**config.mk**
```make
export PLATFORM = sky130hd
export DESIGN_NAME = jtag_arbiter
export DESIGN_NICKNAME = d
export VERILOG_FILES = /design/src/rtl/jtag_pkg.sv /design/src/rtl/jtag_rr_pick.sv /design/src/rtl/jtag_arbiter.sv
export SDC_FILE = /design/constraint.sdc
export NUM_CORES = 1
export LEC_CHECK = 0
export CORE_MARGIN = 3
export CORE_UTILIZATION = 43
export DETAILED_ROUTE_END_ITERATION = 10
export PLACE_DENSITY = 0.75
export SLEW_MARGIN = 5
export SYNTH_ARGS = -nofsm -noshare
export SYNTH_HDL_FRONTEND = slang
export SYNTH_SLANG_ARGS = --single-unit
```
**constraint.sdc**
```tcl
create_clock -name clk -period 1.5 [get_ports clk]
set_input_delay 0.3 -clock clk [delete_from_list [all_inputs] [get_ports clk]]
set_output_delay 0.3 -clock clk [all_outputs]
set_load 0.1 [all_outputs]
```
**src/rtl/jtag_pkg.sv**
```systemverilog
// Shared types and constants for the JTAG engine arbiter.
//   arb_state_t   : arbiter FSM state encoding
//   OP_DATA/INSTR : values of the op field (data vs instruction scan)
//   LEN_W_DEFAULT : default width of the transaction length field
package jtag_pkg;

   localparam int unsigned LEN_W_DEFAULT = 16;

   localparam logic OP_DATA  = 1'b1;
   localparam logic OP_INSTR = 1'b0;

   typedef enum logic [2:0] {
      ST_IDLE,
      ST_ISSUE,
      ST_WAIT_BUSY,
      ST_RUN,
      ST_DONE
   } arb_state_t;

endpackage

```
**src/rtl/jtag_rr_pick.sv**
```systemverilog
// Two-way round-robin selector.
//   req  : request vector, bit i = requester i
//   last : index of the requester served most recently
//   pick : one-hot winner (all zero when nobody requests)
module jtag_rr_pick (
   input  logic [1:0] req,
   input  logic       last,
   output logic [1:0] pick
);

   always_comb begin
      pick = 2'b00;
      if (req[0] && req[1]) begin
         // Contention: the requester not served last goes first.
         pick = last ? 2'b01 : 2'b10;
      end else if (req[0]) begin
         pick = 2'b01;
      end else if (req[1]) begin
         pick = 2'b10;
      end
   end

endmodule

```
**src/rtl/jtag_arbiter.sv**
```systemverilog
// Arbitrates two requesters onto a single JTAG shift engine.
//   clk, rst      : rising-edge clock, synchronous active-high reset
//   req0/req1     : requester wants one engine transaction
//   op0/op1       : transaction type per requester (1 = data, 0 = instruction)
//   len0/len1     : transaction length in bits per requester
//   gnt0/gnt1     : requester currently owns the engine
//   done0/done1   : one-cycle end-of-transaction pulse
//   err0/err1     : one-cycle pulse with done for a failed or rejected transaction
//   work, op, len : engine start pulse and the latched transaction descriptor
//   busy          : engine is executing a transaction
module jtag_arbiter
   import jtag_pkg::*;
#(
   parameter int unsigned LEN_W    = LEN_W_DEFAULT,
   parameter int unsigned START_TO = 8,
   parameter int unsigned RUN_TO   = 200000
) (
   input  logic             clk,
   input  logic             rst,
   input  logic             req0,
   input  logic             req1,
   input  logic             op0,
   input  logic             op1,
   input  logic [LEN_W-1:0] len0,
   input  logic [LEN_W-1:0] len1,
   output logic             gnt0,
   output logic             gnt1,
   output logic             done0,
   output logic             done1,
   output logic             err0,
   output logic             err1,
   output logic             work,
   output logic             op,
   output logic [LEN_W-1:0] len,
   input  logic             busy
);

   // The watchdog must hold the larger of the two timeouts without wrapping.
   localparam int unsigned      CNT_MAX   = (RUN_TO > START_TO) ? RUN_TO : START_TO;
   localparam int unsigned      CNT_W     = $clog2(CNT_MAX + 1);
   localparam logic [CNT_W-1:0] START_LIM = CNT_W'(START_TO - 1);
   localparam logic [CNT_W-1:0] RUN_LIM   = CNT_W'(RUN_TO - 1);
   localparam logic [CNT_W-1:0] CNT_SAT   = CNT_W'(CNT_MAX);

   arb_state_t       state_q, state_d;
   logic [1:0]       gnt_q, gnt_d;
   logic             err_q, err_d;
   logic             op_q, op_d;
   logic [LEN_W-1:0] len_q, len_d;
   logic             last_q, last_d;
   logic [CNT_W-1:0] cnt_q, cnt_d;

   logic [1:0]       pick;
   logic             sel_op;
   logic [LEN_W-1:0] sel_len;

   jtag_rr_pick u_pick (
      .req  ({req1, req0}),
      .last (last_q),
      .pick (pick)
   );

   assign sel_op  = pick[1] ? op1  : op0;
   assign sel_len = pick[1] ? len1 : len0;

   always_comb begin
      state_d = state_q;
      gnt_d   = gnt_q;
      err_d   = err_q;
      op_d    = op_q;
      len_d   = len_q;
      last_d  = last_q;

      unique case (state_q)
         ST_IDLE: begin
            // A busy engine here belongs to someone else; hold off until it frees up.
            if (!busy && (req0 || req1)) begin
               gnt_d = pick;
               op_d  = sel_op;
               len_d = sel_len;
               if (sel_len == '0) begin
                  // Zero-length work is rejected without touching the engine.
                  err_d   = 1'b1;
                  state_d = ST_DONE;
               end else begin
                  err_d   = 1'b0;
                  state_d = ST_ISSUE;
               end
            end
         end
         ST_ISSUE: begin
            state_d = ST_WAIT_BUSY;
         end
         ST_WAIT_BUSY: begin
            if (busy) begin
               state_d = ST_RUN;
            end else if (cnt_q == START_LIM) begin
               err_d   = 1'b1;
               state_d = ST_DONE;
            end
         end
         ST_RUN: begin
            if (!busy) begin
               state_d = ST_DONE;
            end else if (cnt_q == RUN_LIM) begin
               err_d   = 1'b1;
               state_d = ST_DONE;
            end
         end
         ST_DONE: begin
            gnt_d   = 2'b00;
            last_d  = gnt_q[1];
            err_d   = 1'b0;
            state_d = ST_IDLE;
         end
         default: begin
            state_d = ST_IDLE;
            gnt_d   = 2'b00;
         end
      endcase

      // Cycle count within the current state; restarts on every transition.
      if (state_d != state_q) begin
         cnt_d = '0;
      end else if (cnt_q != CNT_SAT) begin
         cnt_d = cnt_q + CNT_W'(1);
      end else begin
         cnt_d = cnt_q;
      end
   end

   always_ff @(posedge clk) begin
      if (rst) begin
         state_q <= ST_IDLE;
         gnt_q   <= 2'b00;
         err_q   <= 1'b0;
         op_q    <= OP_INSTR;
         len_q   <= '0;
         last_q  <= 1'b1;
         cnt_q   <= '0;
      end else begin
         state_q <= state_d;
         gnt_q   <= gnt_d;
         err_q   <= err_d;
         op_q    <= op_d;
         len_q   <= len_d;
         last_q  <= last_d;
         cnt_q   <= cnt_d;
      end
   end

   assign gnt0  = gnt_q[0];
   assign gnt1  = gnt_q[1];
   assign done0 = (state_q == ST_DONE) && gnt_q[0];
   assign done1 = (state_q == ST_DONE) && gnt_q[1];
   assign err0  = done0 && err_q;
   assign err1  = done1 && err_q;
   assign work  = (state_q == ST_ISSUE);
   assign op    = op_q;
   assign len   = len_q;

endmodule
```
---- Word level (Yosys, flattened, before mapping) ----
Index checks and enable logic that the tools add are counted.
storage, ports and cells
  input bits .............................. 39
  output and inout bits ................... 24
  register bits ........................... 42
operators by class
  eq/ne operators ......................... 13
  muxes and demuxes ....................... 22
  add/subtract/negate cells ............... 1
  bitwise operators ....................... 1
  reductions and logical operators ........ 16
operator list
  operator               number
  $add 18x1->18 const B  1
  $eq 18x18->1 const B   1
  $eq 18x3->1 const B    1
  $mux 3                 6
  $ne 18x18->1 const B   1
  $logic_not 16->1       1
  $mux 16                1
  $pmux 3 s4             1
  $mux 2                 5
  $ne 2x2->1 const B     5
  $mux 1                 7
  $eq 3x2->1 const B     2
  $logic_and 1x1->1      6
  $reduce_and 6->1       1
  $pmux 1 s4             1
  $pmux 2 s2             1
  $reduce_and 2->1       2
  $reduce_bool 4->1      1
  $eq 3x1->1 const B     1
  $eq 3x3->1 const B     1
  $logic_not 3->1        1
  $ne 3x3->1             1
  $reduce_or 3->1        1
  $reduce_or 2->1        1
  3 further kinds        3

---- Depth between registers and ports, before layout ----
  word-level depth ........................ 10
  gate-level depth with buffers ........... 8

---- Hierarchy ----
From an unflattened synthesis, not the netlist that was laid out.
second synthesis, totals
  cell total of the unflattened synthesis .. 249
  area total of the unflattened synthesis .. 2,296.0 um^2
by module, submodules not included
  module        seq. area each (um^2)  cells each  times used  area each (um^2)
  jtag_arbiter  840.8                  246         1           2,277.2
  jtag_rr_pick  0.0                    3           1           18.8

---- Least setup slack after synthesis ----
Ideal clock, no wire load.
  path type ............................... register -> output
  start ................................... register gnt_q[1]
  end ..................................... output port err1
  required time ........................... 1.200 ns
  slack ................................... -1.568 ns
  data arrival time ....................... 2.768 ns
  buffers on the path ..................... 0
  stages on the path, launching flop included .. 3
  cells stage by stage .................... dfxtp_1 > and3_1 > and2_1
between the ends
  longest elaborated chain between the ends .. 2
RTL lines
  element                 line                 text
  start, declared         jtag_arbiter.sv:46   logic [1:0] gnt_q, gnt_d;
  start signal, assigned  jtag_arbiter.sv:143  gnt_q <= gnt_d;
  $logic_and 1x1->1       jtag_arbiter.sv:155  assign done1 = (state_q == ST_DONE) && gnt_q[1];
  net done1               jtag_arbiter.sv:29   output logic done1,
  $logic_and 1x1->1       jtag_arbiter.sv:157  assign err1 = done1 && err_q;
  end, declared           jtag_arbiter.sv:31   output logic err1,
The timed path passes the listed nets, and every way through them passes these cells.

---- Worst setup path after layout ----
  start ................................... input port len0[1]
  end ..................................... register err_q
between the ends
  longest elaborated chain between the ends .. 5
RTL lines
  element               line                 text
  start, declared       jtag_arbiter.sv:24   input logic [LEN_W-1:0] len0,
  $mux 16               jtag_arbiter.sv:64   assign sel_len = pick[1] ? len1 : len0;
  $logic_not 16->1      jtag_arbiter.sv:81   if (sel_len == '0) begin
  $mux 1                jtag_arbiter.sv:81
  $mux 1                jtag_arbiter.sv:77   if (!busy && (req0 || req1)) begin
  $pmux 1 s4            jtag_arbiter.sv:74   unique case (state_q)
  end signal, assigned  jtag_arbiter.sv:144  err_q <= err_d;
  end, declared         jtag_arbiter.sv:47   logic err_q, err_d;
No other way between the ends. The select of a mux whose other input is x is not followed.
A chain may end at the register's enable or synchronous reset.

==> impl_results.md <==
- Worst reg2reg path depth: 7
- RePlAce Congestion: around 0.83
- CTS Sinks: 42
- Fillers: approximately 310
- Critical Path Start: len0[1]
- Max incr delay on CP: 0.51 ns
- Status: finished with violations
- Endpoint type of the worst setup path: flop
- Insertion delay to the later sink of the worst-skew pair: 0.30 ns
- Chip width: slightly below 80 um
- Worst path depth: 7
- Starting Density: 44.8%
- Final worst slack: -0.268 ns
- RR Endpoint: cnt_q[11]
- Ant. Diodes: 0
- Main flop type after synthesis: dfxtp_1
- TritonCTS clock tree: yes
- Critical path arrival: ~2 ns
- Root Driver: clkbuf_8
- Synth Register Bits: 42
- Reg2reg setup slack: -0.19 ns
- Critical path peak fanout: 3
- I/O Buffers: just over 60
- Hold buffer count at cts: 0
- Syn_area_per_cell: approximately 9 um2
- Async SR Flop Fraction: 0%
- Sequential share of the synthesized area: a little over a third
- Tot GR Track Use: 26.0%
- Wirelength, routed: roughly 8300 um
- DP Area: roughly 3600 um2
- # nets final: 416
- Final Critical Period: 1.77 ns
- EDFF count, synth: 0
- Setup CP Type: in -> reg
- Area growth syn-to-layout: 78.4%
- Period utilization: 118%
- PD cells: ~1000 nW/um2
- Top delay family on crit path: simple AND/OR/NAND/NOR gates
- Core area: slightly above 5000 um2
- Antenna violations before repair: 0
- Worst setup endpoint: err_q
- Worst-path clk slew: about 0.08 ns
- Slew margin rel.: approximately three quarters
- Number of cell rows: 26
- Vias in the first global route: approximately 2500
- Final design utilization: between 70% and 80%
- Hold Fails Final Rpt: 0
- Clk_skew: ~0.008 ns
- Cts bufs inserted: 5
- Worst R2R Start: cnt_q[13]
- Die Ht: just under 80 um
- GR Util met3: about 5.7%
- Slowest cell on crit path: clkdlybuf4s50_1
- Worst Max-Slew Pin Slew: 0.370 ns
- Post-DR vias/cell: around 5.5
- Final Cell Area: ~4100 um2
- Commonest cells after routing, fill and taps aside: buf_4 (49), dfxtp_1 (32), buf_12 (25)
- Pin count of the biggest net entering global routing: 25
- Antenna viol nets, final: 0
- CP Cell Sequence: clkdlybuf4s50_1 -> nor4_1 -> nand2_1 -> nor3_4 -> buf_4 -> o31ai_2 -> a31oi_1
- DR DRC count: 0
- Die Area: 6270 um2
- Grt peak-use layer: met2
- RSZ-0062 raised after global routing: true
- Syn_nets: around 300
- Io pins: between 60 and 70
- Worst vdd ir: slightly below 0.6 mV
- CTS H-Tree Depth: 2
- Total power: just over 4 mW
- Max Clock Freq: approximately 0.57 GHz
- Congestion Overflow GR: 0
- Grt met1 use: 29.9%
- Startpoint types: input pin
- Final Max Tran Viols: 0
- Yosys warning count: 0
- DR pass1 iterations: 4
- Clock Tree Buf Depth: 2
- Share of post-route cells with drive strength above 1: a little over two fifths
- Synth Instances: 256
- Worst EP required: between 1.5 and 2 ns
- Final setup fails: 28
- DR iter-0 viols: around 120
- Violated checks: setup timing
- Post-Syn Area: around 2300 um2
- Pleak: about 1.6 nW
- Max_cap viols: 0
- Via count: approximately 2500
- Commonest non-fill, non-tap cell in the layout: buf_4
- Worst min path class: reg -> reg
- WL/cell: ~19 um
- Worst path bufs/invs: 2
- Met2 usage: between 40 and 50%
- Yosys cell types: 46
- Hold Path Stages: 1
- Post-DP HPWL: 4930 um
- First-pass GRT wire length: roughly 13000 um
==> per-layer routing <==
layer  vias up  wire length (um)
li1       1167                 -
met1      1197              3360
met3        20               398
met4         0               224
met2        86              4330
met5         -                 0
==> power by group <==
part | internal (mW) | leakage, nW | switching (mW)
Combinational | 0.730 | 1.18 | 0.995
Sequential | 1.21 | 0.349 | 0.102
Clock | 0.643 | 0.0696 | 0.411
Total | 2.59 | 1.60 | 1.51
==> Yosys cell counts, types with 6 or more instances <==
| master | number | area (um2) |
|---|---|---|
| clkbuf_1 | 7 | 26.3 |
| a211oi_1 | 18 | 135 |
| nor3_1 | 7 | 35.0 |
| xnor2_1 | 6 | 52.6 |
| nor2_2 | 11 | 68.8 |
| dfxtp_1 | 42 | 841 |
| mux2i_1 | 19 | 190 |
| xor2_1 | 12 | 105 |
| nand3_1 | 12 | 60.1 |
| nor4_1 | 6 | 37.5 |
| buf_2 | 6 | 30.0 |
| nand2_1 | 11 | 41.3 |
| nor2_1 | 28 | 105 |
==> through the flow <==
stage	hold slack [ns]	TNS, ns	std cells	setup WS (ns)
after floorplan	0.446	-0.994	256	-0.161
after global placement	0.432	-15.35	421	-0.539
after detailed placement	0.430	-16.81	421	-0.565
after CTS	0.461	-4.04	447	-0.199
after global routing	0.472	-6.14	446	-0.309
final	0.462	-4.20	446	-0.268
==> logic make-up (layout without fill, tap and decap cells) <==
| group | after synthesis | in the layout | share of synthesized area [%] |
|---|---|---|---|
| DFF | 42 | 42 | 36.5 |
| buffers and inverters | 22 | 141 | 4.72 |
| and+or+nand+nor | 117 | 117 | 31.1 |
| AOI/OAI and AO/OA | 36 | 37 | 11.5 |
| xor gates and xnor gates | 18 | 18 | 6.84 |
| muxes | 19 | 19 | 8.25 |
| adders and majority gates | 2 | 2 | 1.09 |
==> what timing repair did <==
| action | in CTS | in global routing |
|---|---|---|
| buffers inserted | 17 | 6 |
| pin swaps | 24 | 15 |
| gates resized for setup | 71 | 18 |
| endpoints found under the setup margin | 44 | 31 |
| gates cloned | 2 | 0 |
==> final cells by class <==
type	instances	area, um2	area share (%)
sequential	42	866	21.1
multi-input combinational	193	1600	38.8
tap	70	87.6	2.13
clock inverter	1	30.0	0.730
timing repair buffer	128	1410	34.2
inverter	5	18.8	0.456
clock buffer	7	108	2.62
==> flip-flops by register name (all words and copies together) (netlist names) <==
name and flops:
err_q 1, last_q 1, state_q 3, len 16
gnt_q 2, cnt_q 18, op 1
==> how the worst min path moves through the flow <==
stage                           from         end
after floorplan                err_q       err_q
after global placement    state_q[2]  state_q[2]
after detailed placement  state_q[2]  state_q[2]
after CTS                    len1[9]      len[9]
after global routing      state_q[2]  state_q[2]
final                     state_q[2]  state_q[2]
==> worst reg2reg max path, cell delays in order (launching register included) <==
cell and delay (ns):
dfxtp_2 0.34, nor4_4 0.35, and2_4 0.25, nand4_4 0.10, o211ai_4 0.26, buf_6 0.15
buf_12 0.11, nor2_2 0.03
Power figures use the tool's default switching activity.
